--- src/rtl/biphase_pwm_gen.sv ---
// ---------------------------------------------------------------------------
// biphase_pwm_gen
//   Two-phase interleaved PWM generator with dead time for a bi-phase
//   half-bridge DC-DC stage. Bus words from the MCU register block arrive
//   asynchronously, are resynchronised with a stability filter, staged, and
//   double-buffered into shadow registers at the period wrap.
//
//   Ports
//     clk        system clock (only domain)
//     rst_n      asynchronous active-low reset
//     period_in  requested period in clk cycles (async bus word)
//     duty_in    requested high-side on-time in clk cycles (async bus word)
//     ctrl_in    [15] enable, [7:0] dead time in clk cycles (async bus word)
//     pwm_ah/al  phase A high/low-side gates
//     pwm_bh/bl  phase B high/low-side gates, 180 degrees from phase A
//     adc_trig   one-clk pulse in the clk after cnt == 0 while enabled
//     cnt_rd     registered copy of the live period counter
// ---------------------------------------------------------------------------

// Dead-time unit for one half-bridge phase. Gates follow the raw compare
// only after it has been stable for dt_i clks; any raw change drops both
// gates first, so H and L can never be high in the same cycle.
module biphase_pwm_gen_dead (
    input  logic       clk,
    input  logic       rst_n,
    input  logic       en_i,
    input  logic       raw_i,
    input  logic [7:0] dt_i,
    output logic       gate_h_o,
    output logic       gate_l_o
);
    typedef enum logic [1:0] {
        OFF_BOTH = 2'd0,
        HIGH_ON  = 2'd1,
        LOW_ON   = 2'd2
    } state_e;

    state_e     state_q;
    logic [7:0] dcnt_q;
    logic       raw_last_q;
    logic       gate_h_q;
    logic       gate_l_q;

    always_ff @(posedge clk or negedge rst_n) begin
        if (!rst_n) begin
            state_q    <= OFF_BOTH;
            dcnt_q     <= 8'd0;
            raw_last_q <= 1'b0;
            gate_h_q   <= 1'b0;
            gate_l_q   <= 1'b0;
        end else if (!en_i) begin
            state_q    <= OFF_BOTH;
            dcnt_q     <= 8'd0;
            raw_last_q <= raw_i;
            gate_h_q   <= 1'b0;
            gate_l_q   <= 1'b0;
        end else begin
            case (state_q)
                HIGH_ON, LOW_ON: begin
                    if (raw_i != raw_last_q) begin
                        raw_last_q <= raw_i;
                        if (dt_i == 8'd0) begin
                            // Zero dead time: swap gates directly; both come
                            // from the same state so they still never overlap.
                            state_q  <= raw_i ? HIGH_ON : LOW_ON;
                            gate_h_q <= raw_i;
                            gate_l_q <= !raw_i;
                        end else begin
                            state_q  <= OFF_BOTH;
                            dcnt_q   <= 8'd1;
                            gate_h_q <= 1'b0;
                            gate_l_q <= 1'b0;
                        end
                    end
                end
                default: begin
                    if ((raw_i != raw_last_q) && (dt_i != 8'd0)) begin
                        // Toggle while waiting: restart so short pulses are swallowed.
                        raw_last_q <= raw_i;
                        dcnt_q     <= 8'd1;
                    end else if (dcnt_q >= dt_i) begin
                        state_q    <= raw_i ? HIGH_ON : LOW_ON;
                        raw_last_q <= raw_i;
                        gate_h_q   <= raw_i;
                        gate_l_q   <= !raw_i;
                    end else begin
                        dcnt_q <= dcnt_q + 8'd1;
                    end
                end
            endcase
        end
    end

    assign gate_h_o = gate_h_q;
    assign gate_l_o = gate_l_q;
endmodule

module biphase_pwm_gen #(
    parameter logic [15:0] PER_RST  = 16'd10000,
    parameter logic [7:0]  DEAD_RST = 8'd8,
    parameter logic [15:0] PER_MIN  = 16'd4
) (
    input  logic        clk,
    input  logic        rst_n,
    input  logic [15:0] period_in,
    input  logic [15:0] duty_in,
    input  logic [15:0] ctrl_in,
    output logic        pwm_ah,
    output logic        pwm_al,
    output logic        pwm_bh,
    output logic        pwm_bl,
    output logic        adc_trig,
    output logic [15:0] cnt_rd
);
    // Only enable and dead-time bits of the control word are carried.
    localparam logic [8:0] CTRL_RST = {1'b0, DEAD_RST};

    logic [8:0] ctrl_w;
    logic       unused_ctrl;
    assign ctrl_w      = {ctrl_in[15], ctrl_in[7:0]};
    assign unused_ctrl = ^ctrl_in[14:8];

    // Resynchroniser: two flops, a compare flop, and a staged register that
    // only accepts a word seen identical on two consecutive clks.
    logic [15:0] per_s1_q, per_s2_q, per_s3_q, per_stg_q;
    logic [15:0] duty_s1_q, duty_s2_q, duty_s3_q, duty_stg_q;
    logic [8:0]  ctrl_s1_q, ctrl_s2_q, ctrl_s3_q, ctrl_stg_q;

    always_ff @(posedge clk or negedge rst_n) begin
        if (!rst_n) begin
            per_s1_q   <= PER_RST;
            per_s2_q   <= PER_RST;
            per_s3_q   <= PER_RST;
            per_stg_q  <= PER_RST;
            duty_s1_q  <= 16'd0;
            duty_s2_q  <= 16'd0;
            duty_s3_q  <= 16'd0;
            duty_stg_q <= 16'd0;
            ctrl_s1_q  <= CTRL_RST;
            ctrl_s2_q  <= CTRL_RST;
            ctrl_s3_q  <= CTRL_RST;
            ctrl_stg_q <= CTRL_RST;
        end else begin
            // NOTE: non-blocking assignments make every flop sample the
            // pre-edge value, so the s1->s2->s3 chain shifts one stage per clk.
            per_s1_q  <= period_in;
            per_s2_q  <= per_s1_q;
            per_s3_q  <= per_s2_q;
            duty_s1_q <= duty_in;
            duty_s2_q <= duty_s1_q;
            duty_s3_q <= duty_s2_q;
            ctrl_s1_q <= ctrl_w;
            ctrl_s2_q <= ctrl_s1_q;
            ctrl_s3_q <= ctrl_s2_q;
            if (per_s2_q == per_s3_q) per_stg_q <= per_s2_q;
            if (duty_s2_q == duty_s3_q) duty_stg_q <= duty_s2_q;
            if (ctrl_s2_q == ctrl_s3_q) ctrl_stg_q <= ctrl_s2_q;
        end
    end

    logic        en_q;
    logic [15:0] per_sh_q, duty_sh_q;
    logic [7:0]  dt_sh_q;
    logic [15:0] cnt_q, cnt_d;
    logic [15:0] cnt_rd_q;
    logic        trig_q;

    logic [15:0] p_eff, d_eff, h_eff, cnt_b;
    logic        wrap, load_sh, raw_a, raw_b;

    assign p_eff   = (per_sh_q < PER_MIN) ? PER_MIN : per_sh_q;
    assign d_eff   = (duty_sh_q > p_eff) ? p_eff : duty_sh_q;
    assign h_eff   = p_eff >> 1;
    assign wrap    = en_q && (cnt_q >= p_eff - 16'd1);
    // Shadows track staged continuously while disabled, else only at wrap.
    assign load_sh = !en_q || wrap;
    assign cnt_d   = (en_q && !wrap) ? cnt_q + 16'd1 : 16'd0;

    // Phase B sees the counter rotated by half a period.
    assign cnt_b = (cnt_q < h_eff) ? cnt_q + (p_eff - h_eff) : cnt_q - h_eff;
    assign raw_a = (cnt_q < d_eff);
    assign raw_b = (cnt_b < d_eff);

    always_ff @(posedge clk or negedge rst_n) begin
        if (!rst_n) begin
            en_q      <= 1'b0;
            per_sh_q  <= PER_RST;
            duty_sh_q <= 16'd0;
            dt_sh_q   <= DEAD_RST;
            cnt_q     <= 16'd0;
            cnt_rd_q  <= 16'd0;
            trig_q    <= 1'b0;
        end else begin
            en_q <= ctrl_stg_q[8];
            if (load_sh) begin
                per_sh_q  <= per_stg_q;
                duty_sh_q <= duty_stg_q;
                dt_sh_q   <= ctrl_stg_q[7:0];
            end
            cnt_q    <= cnt_d;
            cnt_rd_q <= en_q ? cnt_q : 16'd0;
            trig_q   <= en_q && (cnt_q == 16'd0);
        end
    end

    biphase_pwm_gen_dead u_dead_a (
        .clk      (clk),
        .rst_n    (rst_n),
        .en_i     (en_q),
        .raw_i    (raw_a),
        .dt_i     (dt_sh_q),
        .gate_h_o (pwm_ah),
        .gate_l_o (pwm_al)
    );

    biphase_pwm_gen_dead u_dead_b (
        .clk      (clk),
        .rst_n    (rst_n),
        .en_i     (en_q),
        .raw_i    (raw_b),
        .dt_i     (dt_sh_q),
        .gate_h_o (pwm_bh),
        .gate_l_o (pwm_bl)
    );

    assign adc_trig = trig_q;
    assign cnt_rd   = cnt_rd_q;
endmodule
--- config.mk ---
export PLATFORM = sky130hd
export DESIGN_NAME = biphase_pwm_gen
export DESIGN_NICKNAME = d
export VERILOG_FILES = /design/src/rtl/biphase_pwm_gen.sv
export SDC_FILE = /design/constraint.sdc
export NUM_CORES = 1
export LEC_CHECK = 0
export CORE_MARGIN = 2
export CORE_UTILIZATION = 55
export CTS_CLUSTER_DIAMETER = 60
export DETAILED_ROUTE_END_ITERATION = 16
export PLACE_DENSITY_LB_ADDON = 0.08
export SYNTH_ARGS = -nofsm -noshare
export SYNTH_HDL_FRONTEND = slang
export SYNTH_SLANG_ARGS = --single-unit
--- constraint.sdc ---
create_clock -name clk -period 6.5 [get_ports clk]
set_input_delay 0.65 -clock clk [delete_from_list [all_inputs] [get_ports clk]]
set_output_delay 0.65 -clock clk [all_outputs]
set_load 0.02 [all_outputs]
==> results of run 1 <==
[registers in the layout, indices dropped and copies added, names as in the netlist, 16 cells and up]
register and cells:
per_stg_q 16, duty_sh_q 16, per_s2_q 16, cnt_rd 16
duty_s3_q 16, duty_s2_q 16, per_s1_q 16, per_sh_q 16
cnt_q 16, duty_s1_q 16, per_s3_q 16, duty_stg_q 16
[worst paths after layout]
check | from | endpoint | slack [ns] | cells after the start
worst max-delay path | per_sh_q[10]$_DFFE_PN1N_ | u_dead_b.state_q[1]$_DFFE_PN0P_ | 0.13 | 29
worst min-delay path | rst_n | u_dead_a.dcnt_q[2]$_DFFE_PN0P_ | 0.14 | 1
worst max register to register | per_sh_q[10]$_DFFE_PN1N_ | u_dead_b.state_q[1]$_DFFE_PN0P_ | 0.13 | 29
worst min register to register | ctrl_s1_q[1]$_DFF_PN0_ | ctrl_s2_q[1]$_DFF_PN0_ | 0.35 | 0
max in group asynchronous | rst_n | duty_s2_q[5]$_DFF_PN0_ | 4.82 | 2
min in group clk | ctrl_s1_q[1]$_DFF_PN0_ | ctrl_s2_q[1]$_DFF_PN0_ | 0.35 | 0
[metrics by stage]
step	cells	area, um^2	TNS [ns]
5_1_grt	1604	15700	-1.87
3_5_place_dp	1545	14600	-3.50
3_3_place_gp	1545	14600	-2.35
6_report	1604	15700	0
2_1_floorplan	1155	13300	0
4_1_cts	1595	15500	0
[worst max-delay path, delay by kind of cell, from the launching register on]
| kind | cells | cell delay (ns) |
|---|---|---|
| AO/OA/AOI/OAI | 13 | 2.02 |
| XOR/XNOR | 1 | 0.14 |
| adder cells (fa/ha/maj) | 3 | 1.03 |
| buffers and inverters | 4 | 0.47 |
| flip-flops | 1 | 0.37 |
| AND/OR/NAND/NOR | 8 | 2.19 |
[report_power, final]
part,internal [mW],leakage (nW),switching [mW]
sequential,1.68,3.28,0.0444
combinational,0.232,3.60,0.240
clock,0.903,0.440,0.625
total,2.82,7.31,0.910
[cells by family after synthesis]
kind of cell,count (synthesis)
and+or+nand+nor,276
adders and majority gates,130
xor gates and xnor gates,107
muxes,106
AOI/OAI and AO/OA,159
DFF,260
buffers and inverters,117
[timing repair]
item,4_1_cts,5_1_grt
pin swaps,7,39
endpoints found under the setup margin,11,10
resized for setup,12,33
buffers inserted,2,11
[layout by cell type, fill, tap and decap left out, types with 4 or more instances in the layout]
cell type	netlist	final
mux2_2	74	74
dfstp_2	30	30
nand4_1	20	20
clkinv_2	0	4
and2_1	4	4
o21ai_1	5	8
nor2_1	81	81
fa_1	16	15
clkbuf_8	0	7
nand2b_1	9	9
o21ai_2	1	4
or2_2	6	6
a21oi_1	36	31
clkbuf_16	0	26
dfrtp_1	230	230
xor2_1	58	58
clkbuf_1	28	4
or4_1	5	5
o21a_1	11	11
inv_1	79	79
clkdlybuf4s50_1	0	62
nor3_1	30	30
nand3_1	19	18
a21o_1	26	26
a21oi_2	1	5
o211ai_1	10	10
o21ai_0	36	28
ha_1	114	110
nand2_1	43	42
buf_4	1	53
or3_1	8	6
mux2i_1	23	23
nor2b_1	10	10
xnor2_1	49	48
and3_1	8	8
a211oi_1	7	5
mux2_1	8	8
nor4_1	19	18
[area by class of cell]
type                            instances  area (um^2)
Timing Repair Buffer                  119         1080
Fill cell                            1824         7870
Inverter                               80          300
Clock buffer                           37          762
Tap cell                              319          399
Multi-Input combinational cell        778         6520
Sequential cell                       260         6540
Clock inverter                         11          143
[routing by layer]
| metal | share of wire | vias to the layer above |
|---|---|---|
| li1 | - | 4256 |
| met2 | 0.45 | 177 |
| met4 | 0.026 | 0 |
| met3 | 0.057 | 43 |
| met5 | 0 | - |
| met1 | 0.47 | 4216 |
[synth_stat cells (all sizes together) (6+ instances only)]
cell type / instances / area (um^2)
nand4: 20 / 125
or4: 6 / 48.8
xor2: 58 / 508
mux2: 82 / 923
dfstp: 30 / 788
nand3: 19 / 95.1
nor2b: 11 / 71.3
xnor2: 49 / 429
o21ai: 42 / 214
nand2b: 9 / 56.3
o21a: 11 / 82.6
a211oi: 7 / 52.6
or3: 9 / 61.3
o211ai: 10 / 75.1
nor3: 30 / 150
ha: 114 / 1430
a21oi: 37 / 189
fa: 16 / 320
mux2i: 24 / 253
or2: 6 / 37.5
inv: 80 / 300
and3: 8 / 50.1
a21o: 26 / 195
nand2: 43 / 161
nor2: 81 / 304
dfrtp: 230 / 5760
buf: 9 / 45.1
nor4: 19 / 119
clkbuf: 28 / 105
==> report_table.html, run 1 <==
<table>
<tr><th>Metric</th><th>Value</th></tr>
<tr><th colspan="2">Clock network</th></tr>
<tr><td>CTS Buf Count</td><td>26</td></tr>
<tr><td>CTS tree</td><td>done</td></tr>
<tr><td>Worst skew pair latency</td><td>approximately 0.56 ns</td></tr>
<tr><td>CTS root buffer</td><td>clkbuf_16</td></tr>
<tr><td>Worst-case clock buffer depth</td><td>3</td></tr>
<tr><td>Hold Buf Count CTS</td><td>0</td></tr>
<tr><td>Level count of the clock H-tree</td><td>1</td></tr>
<tr><td>TritonCTS sink count</td><td>260</td></tr>
<tr><td>Reg clk slew, reported paths</td><td>~0.07 ns</td></tr>
<tr><th colspan="2">Global routing</th></tr>
<tr><td>GRT Resource Usage Total</td><td>0.224</td></tr>
<tr><td>Via count of the first global-routing pass</td><td>between 8000 and 9000</td></tr>
<tr><td>Largest net degree at the start of global routing</td><td>roughly 130</td></tr>
<tr><td>First-pass GRT wire length</td><td>45900 um</td></tr>
<tr><td>M1 GR Usage</td><td>0.332</td></tr>
<tr><td>Global-route congestion overflow total</td><td>0</td></tr>
<tr><td>Met2 routing resource usage after global routing</td><td>0.342</td></tr>
<tr><td>Initial antenna violation count</td><td>0</td></tr>
<tr><td>Most utilized layer in the global route result</td><td>met2</td></tr>
<tr><td>Met3 track demand over resource in global routing</td><td>0.0386</td></tr>
<tr><th colspan="2">Synth</th></tr>
<tr><td>Register bit total from synthesis</td><td>260</td></tr>
<tr><td>Sequential-to-total area share from yosys stat</td><td>0.492</td></tr>
<tr><td>Mapped Nets</td><td>~1300</td></tr>
<tr><td>Number of warning messages in the yosys log</td><td>0</td></tr>
<tr><td>Average size of a mapped cell</td><td>11.5 um^2</td></tr>
<tr><td>Arithmetic-cell share of the synthesized area counting full adders, half adders and majority gates</td><td>0.131</td></tr>
<tr><td>Number of synthesized flops with an enable pin</td><td>0</td></tr>
<tr><td>Synthesized-area fraction occupied by and/or/nand/nor cells</td><td>0.106</td></tr>
<tr><td>Xor/xnor share of the synthesized area</td><td>0.0705</td></tr>
<tr><td>Number of distinct library cell variants in the gate-level netlist after synthesis</td><td>64</td></tr>
<tr><td>Dominant combinational cell family by area after synthesis</td><td>adder cells</td></tr>
<tr><td>Fraction of the mapped netlist area in compound gates</td><td>0.0776</td></tr>
<tr><td>Summed instance area of the synthesized netlist</td><td>around 13000 um^2</td></tr>
<tr><td>Top_reg_cell synth</td><td>dfrtp_1</td></tr>
<tr><td>Instance count of the mapped netlist</td><td>about 1200</td></tr>
<tr><td>Proportion of synthesized area in mux cells</td><td>0.0884</td></tr>
<tr><td>Proportion of synthesized flip-flops having asynchronous set or reset</td><td>1.00</td></tr>
<tr><th colspan="2">Timing</th></tr>
<tr><td>Clock skew after layout</td><td>about 0.019 ns</td></tr>
<tr><td>Final-report setup violation count</td><td>0</td></tr>
<tr><td>Final slew viol count</td><td>0</td></tr>
<tr><td>Peak clock frequency supported by timing</td><td>157 MHz</td></tr>
<tr><td>Worst slack on hold paths</td><td>~0.14 ns</td></tr>
<tr><td>Rel. slew slack</td><td>0.333</td></tr>
<tr><td>RSZ-0062 raised after global routing</td><td>true</td></tr>
<tr><td>Final Cycle Share</td><td>0.980</td></tr>
<tr><td>Tmin final</td><td>roughly 6.4 ns</td></tr>
<tr><td>Slew of the pin with the lowest slew margin</td><td>1.00 ns</td></tr>
<tr><td>Count of final hold-check violations</td><td>0</td></tr>
<tr><td>Setup ws final</td><td>0.127 ns</td></tr>
<tr><th colspan="2">Finish</th></tr>
<tr><td>Layout cells sized above 1</td><td>0.195</td></tr>
<tr><td>Final-stage net count</td><td>approximately 1400</td></tr>
<tr><td>P&amp;R area growth vs syn</td><td>18.4%</td></tr>
<tr><td>Share of the core filled with cells in the final layout</td><td>0.667</td></tr>
<tr><td>N_diodes</td><td>0</td></tr>
<tr><th colspan="2">Die</th></tr>
<tr><td>Starting density of the core</td><td>0.563</td></tr>
<tr><td>Die span in x</td><td>roughly 160 um</td></tr>
<tr><td>I/O pin cnt</td><td>71</td></tr>
<tr><td>Die Footprint</td><td>between 20000 and 30000 um^2</td></tr>
<tr><td>Cell row count</td><td>between 50 and 60</td></tr>
<tr><td>Core box area</td><td>approximately 24000 um^2</td></tr>
<tr><td>Height of the chip</td><td>160 um</td></tr>
<tr><th colspan="2">Worst hold path</th></tr>
<tr><td>Type of the worst min-delay path</td><td>in2async</td></tr>
<tr><th colspan="2">Placement</th></tr>
<tr><td>Number of port buffers</td><td>between 60 and 70</td></tr>
<tr><td>Worst setup slack after placement</td><td>-0.390 ns</td></tr>
<tr><td>Global placement routability congestion</td><td>between 0.9 and 1</td></tr>
<tr><td>Hpwl dp</td><td>20300 um</td></tr>
<tr><th colspan="2">Routing</th></tr>
<tr><td># DRC</td><td>0</td></tr>
<tr><td>DR iter-0 viols</td><td>484</td></tr>
<tr><td>Total length of routed wires</td><td>around 28000 um</td></tr>
<tr><td>Routed WL per cell</td><td>17.2 um</td></tr>
<tr><td>Via count</td><td>~8700</td></tr>
<tr><td>TritonRoute pass-1 iters</td><td>4</td></tr>
<tr><td>Antenna-violating nets left</td><td>0</td></tr>
<tr><td>Per-cell via count in the routed design</td><td>about 5.4</td></tr>
<tr><th colspan="2">Critical path</th></tr>
<tr><td>CP max-delay cell</td><td>or4_4</td></tr>
<tr><td>CP endpoint kind</td><td>flop</td></tr>
<tr><td>Most frequent CP cell</td><td>o21ai_2</td></tr>
<tr><td>Crit path launch type</td><td>flop</td></tr>
<tr><td>WS Path Type</td><td>reg2reg</td></tr>
<tr><td>Critical Path AT</td><td>~6.8 ns</td></tr>
<tr><td>Worst-path maximum fanout</td><td>6</td></tr>
<tr><td>Longest individual stage delay on the worst path</td><td>around 0.53 ns</td></tr>
<tr><td>Required time at the worst-slack endpoint</td><td>approximately 6.9 ns</td></tr>
<tr><th colspan="2">Status</th></tr>
<tr><td>Run status</td><td>completed</td></tr>
<tr><th colspan="2">Run</th></tr>
<tr><td>Max cap viols</td><td>0</td></tr>
<tr><th colspan="2">Pwr</th></tr>
<tr><td>LEAKAGE</td><td>7.31 nW</td></tr>
<tr><td>Power per unit of standard cell area</td><td>roughly 240 nW/um^2</td></tr>
<tr><td>Total power draw</td><td>roughly 3.7 mW</td></tr>
<tr><td>Largest vdd supply drop</td><td>between 200 and 250 uV</td></tr>
</table>
(Power assumes the default switching activity.)
==> run 2: changes to the inputs <==
--- a/config.mk
+++ b/config.mk
@@ -10,6 +10,7 @@
 export CTS_CLUSTER_DIAMETER = 60
 export DETAILED_ROUTE_END_ITERATION = 16
 export PLACE_DENSITY_LB_ADDON = 0.08
+export SLEW_MARGIN = 30
 export SYNTH_ARGS = -nofsm -noshare
 export SYNTH_HDL_FRONTEND = slang
 export SYNTH_SLANG_ARGS = --single-unit
==> report_table.html, run 2 (synthesis gave the netlist of run 1 again) <==
<table>
<tr><th>Metric</th><th>Value</th></tr>
<tr><th colspan="2">Global routing</th></tr>
<tr><td>Most utilized layer in the global route result</td><td>met2</td></tr>
<tr><td>Met3 track demand over resource in global routing</td><td>0.0386 (unchanged)</td></tr>
<tr><td>First-pass GRT wire length</td><td>45900 um (unchanged)</td></tr>
<tr><td>Global-route congestion overflow total</td><td>0 (unchanged)</td></tr>
<tr><td>Via count of the first global-routing pass</td><td>8638 (unchanged)</td></tr>
<tr><td>M1 GR Usage</td><td>0.332 (unchanged)</td></tr>
<tr><td>Largest net degree at the start of global routing</td><td>133 (unchanged)</td></tr>
<tr><td>Initial antenna violation count</td><td>0 (unchanged)</td></tr>
<tr><td>Met2 routing resource usage after global routing</td><td>0.342 (unchanged)</td></tr>
<tr><td>GRT Resource Usage Total</td><td>0.224 (unchanged)</td></tr>
<tr><th colspan="2">Finish</th></tr>
<tr><td>Most frequent standard cell in the layout excluding fill and tap cells</td><td>dfrtp_1</td></tr>
<tr><td>Number of inserted filler cells in the final layout</td><td>1819 (-0.27%)</td></tr>
<tr><td>Top library cells by usage in the layout, fill and taps aside</td><td>dfrtp_1, ha_1, nor2_1</td></tr>
<tr><td>N_diodes</td><td>0 (unchanged)</td></tr>
<tr><td>Final-stage net count</td><td>1447 (+0.14%)</td></tr>
<tr><td>Post-layout instance area</td><td>15800 um^2 (+0.26%)</td></tr>
<tr><td>P&amp;R area growth vs syn</td><td>18.7%</td></tr>
<tr><td>Layout cells sized above 1</td><td>0.195 (+0.000475)</td></tr>
<tr><th colspan="2">Placement</th></tr>
<tr><td>Hpwl dp</td><td>20300 um (unchanged)</td></tr>
<tr><td>Global placement routability congestion</td><td>0.932 (unchanged)</td></tr>
<tr><td>Number of port buffers</td><td>63 (unchanged)</td></tr>
<tr><td>Placed inst area</td><td>14600 um^2 (unchanged)</td></tr>
<tr><th colspan="2">Routing</th></tr>
<tr><td>Antenna-violating nets left</td><td>0 (unchanged)</td></tr>
<tr><td>Per-cell via count in the routed design</td><td>5.42 (about the same)</td></tr>
<tr><td>Total length of routed wires</td><td>27600 um (+0.21%)</td></tr>
<tr><td>DR iter-0 viols</td><td>497 (+2.7%)</td></tr>
<tr><td>Routed WL per cell</td><td>17.2 um (about the same)</td></tr>
<tr><td>TritonRoute pass-1 iters</td><td>4 (unchanged)</td></tr>
<tr><td>Via count</td><td>8708 (+0.18%)</td></tr>
<tr><td># DRC</td><td>0 (unchanged)</td></tr>
<tr><th colspan="2">Critical path</th></tr>
<tr><td>Required time at the worst-slack endpoint</td><td>6.91 ns (about the same)</td></tr>
<tr><td>Critical Path AT</td><td>6.80 ns (+0.02 ns)</td></tr>
<tr><td>CP endpoint kind</td><td>flop</td></tr>
<tr><td>Most frequent CP cell</td><td>o21ai_2</td></tr>
<tr><td>Longest individual stage delay on the worst path</td><td>0.53 ns (about the same)</td></tr>
<tr><td>Crit path launch type</td><td>flop</td></tr>
<tr><td>WS Path Type</td><td>reg2reg</td></tr>
<tr><td>Worst-path maximum fanout</td><td>6 (unchanged)</td></tr>
<tr><td>CP max-delay cell</td><td>or4_4</td></tr>
<tr><th colspan="2">Clock network</th></tr>
<tr><td>TritonCTS sink count</td><td>260 (unchanged)</td></tr>
<tr><td>CTS tree</td><td>done</td></tr>
<tr><td>Level count of the clock H-tree</td><td>1 (unchanged)</td></tr>
<tr><td>Worst skew pair latency</td><td>0.56 ns (about the same)</td></tr>
<tr><td>CTS root buffer</td><td>clkbuf_16</td></tr>
<tr><td>CTS Buf Count</td><td>26 (unchanged)</td></tr>
<tr><td>Worst-case clock buffer depth</td><td>3 (unchanged)</td></tr>
<tr><td>Reg clk slew, reported paths</td><td>0.07 ns (about the same)</td></tr>
<tr><th colspan="2">Pwr</th></tr>
<tr><td>Internal power contribution</td><td>2.82 mW (about the same)</td></tr>
<tr><td>Power share of the combinational group</td><td>0.128 (about the same)</td></tr>
<tr><td>LEAKAGE</td><td>7.33 nW (+0.25%)</td></tr>
<tr><td>Power per unit of standard cell area</td><td>237 nW/um^2 (about the same)</td></tr>
<tr><td>Largest vdd supply drop</td><td>239 uV (about the same)</td></tr>
<tr><td>Net load switching power</td><td>0.916 mW (+0.65%)</td></tr>
<tr><td>Proportion of power drawn by the clock network</td><td>0.410 (about the same)</td></tr>
<tr><td>Fraction of power spent switching nets</td><td>0.245 (+0.00105)</td></tr>
<tr><td>Share of power burned in registers</td><td>0.462 (about the same)</td></tr>
<tr><th colspan="2">Timing</th></tr>
<tr><td>Worst slack on hold paths</td><td>0.346 ns (+0.201 ns)</td></tr>
<tr><td>Peak clock frequency supported by timing</td><td>157 MHz (-0.24%)</td></tr>
<tr><td>Tmin final</td><td>6.39 ns (+0.0155 ns)</td></tr>
<tr><td>RSZ-0062 raised after global routing</td><td>true</td></tr>
<tr><td>Count of final hold-check violations</td><td>0 (unchanged)</td></tr>
<tr><td>Final-report setup violation count</td><td>0 (unchanged)</td></tr>
<tr><td>Clock skew after layout</td><td>0.0188 ns (-0.000626 ns)</td></tr>
<tr><td>Slew of the pin with the lowest slew margin</td><td>0.966 ns (-0.0340 ns)</td></tr>
<tr><td>Rel. slew slack</td><td>0.350 (+0.0167)</td></tr>
<tr><td>Final Cycle Share</td><td>0.983 (+0.00238)</td></tr>
<tr><td>Final slew viol count</td><td>0 (unchanged)</td></tr>
<tr><th colspan="2">Die</th></tr>
<tr><td>Die span in x</td><td>160 um (unchanged)</td></tr>
<tr><td>Height of the chip</td><td>160 um (unchanged)</td></tr>
<tr><td>Starting density of the core</td><td>0.563 (unchanged)</td></tr>
<tr><td>Die Footprint</td><td>25400 um^2 (unchanged)</td></tr>
<tr><td>Core box area</td><td>23600 um^2 (unchanged)</td></tr>
<tr><td>I/O pin cnt</td><td>71 (unchanged)</td></tr>
<tr><td>Cell row count</td><td>56 (unchanged)</td></tr>
<tr><th colspan="2">Run</th></tr>
<tr><td>Max cap viols</td><td>0 (unchanged)</td></tr>
<tr><th colspan="2">Worst hold path</th></tr>
<tr><td>Type of the worst min-delay path</td><td>reg2reg</td></tr>
<tr><th colspan="2">Status</th></tr>
<tr><td>Run status</td><td>completed</td></tr>
</table>
==> run 2: cell types whose count changed in the layout (fill, tap and decap cells not counted), sizes merged <==
cell,delta
dlygate4sd3,+1
buf,+1
==> run 2: final cells by class <==
cell class	instances	area, um^2	share of cell area
inverter	80	300	0.0190
multi-input combinational	778	6520	0.413
sequential	260	6540	0.415
clock buffer	37	762	0.0483
clock inverter	11	143	0.00904
timing repair buffer	121	1120	0.0708
tap	319	399	0.0253
==> run 2: power groups by stage <==
stage                     clock [mW]  sequential [mW]  combinational [mW]
final                           1.53             1.72               0.477
after global routing            1.66             1.73               0.526
after CTS                       1.57             1.72               0.422
after detailed placement           0             1.75               0.406
after global placement             0             1.75               0.399
after floorplan                    0             1.74               0.252
==> run 2: layer usage <==
| metal | routed length, um | part of all wire |
|---|---|---|
| met2 | 12300 | 0.44 |
| met5 | 0 | 0 |
| met1 | 13200 | 0.48 |
| met3 | 1320 | 0.048 |
| met4 | 760 | 0.028 |
==> run 2: worst paths after layout <==
| check | start | endpoint | slack [ns] | cells after the start |
|---|---|---|---|---|
| max | per_sh_q[10]$_DFFE_PN1N_ | u_dead_b.state_q[1]$_DFFE_PN0P_ | 0.11 | 29 |
| min | ctrl_s1_q[1]$_DFF_PN0_ | ctrl_s2_q[1]$_DFF_PN0_ | 0.35 | 0 |
| max reg2reg | per_sh_q[10]$_DFFE_PN1N_ | u_dead_b.state_q[1]$_DFFE_PN0P_ | 0.11 | 29 |
| min reg2reg | ctrl_s1_q[1]$_DFF_PN0_ | ctrl_s2_q[1]$_DFF_PN0_ | 0.35 | 0 |
| max in group asynchronous | rst_n | per_s3_q[2]$_DFF_PN0_ | 4.96 | 3 |
| min in group asynchronous | rst_n | u_dead_a.dcnt_q[2]$_DFFE_PN0P_ | 0.55 | 2 |
==> run 2: critical path: cells and delay by family, from the launching register on <==
family / cells / cell delay [ns]
DFF: 1 / 0.37
AOI/OAI and AO/OA: 13 / 2.02
adders and majority gates: 3 / 1.04
xor gates and xnor gates: 1 / 0.14
and+or+nand+nor: 8 / 2.20
buffers and inverters: 4 / 0.47
==> run 2: repair_timing <==
action / CTS / global route
cloned: 0 / 0
pin swaps: 7 / 39
endpoints found under the hold margin: 0 / 33
setup endpoints to repair: 11 / 10
setup buffers: 2 / 11
gates resized for setup: 12 / 33
hold buffers: 0 / 1
==> run 2: per-stage QoR <==
stage	setup slack, ns	utilization	power, mW	TNS (ns)	std cells
global placement	-0.265	0.616	2.15	-2.35	1545
finish	0.112	0.668	3.73	0	1606
global route	-0.218	0.668	3.91	-1.87	1606
CTS	0.0242	0.657	3.72	0	1595
floorplan	0.0531	-	1.99	0	1155
detailed placement	-0.390	0.616	2.16	-3.50	1545
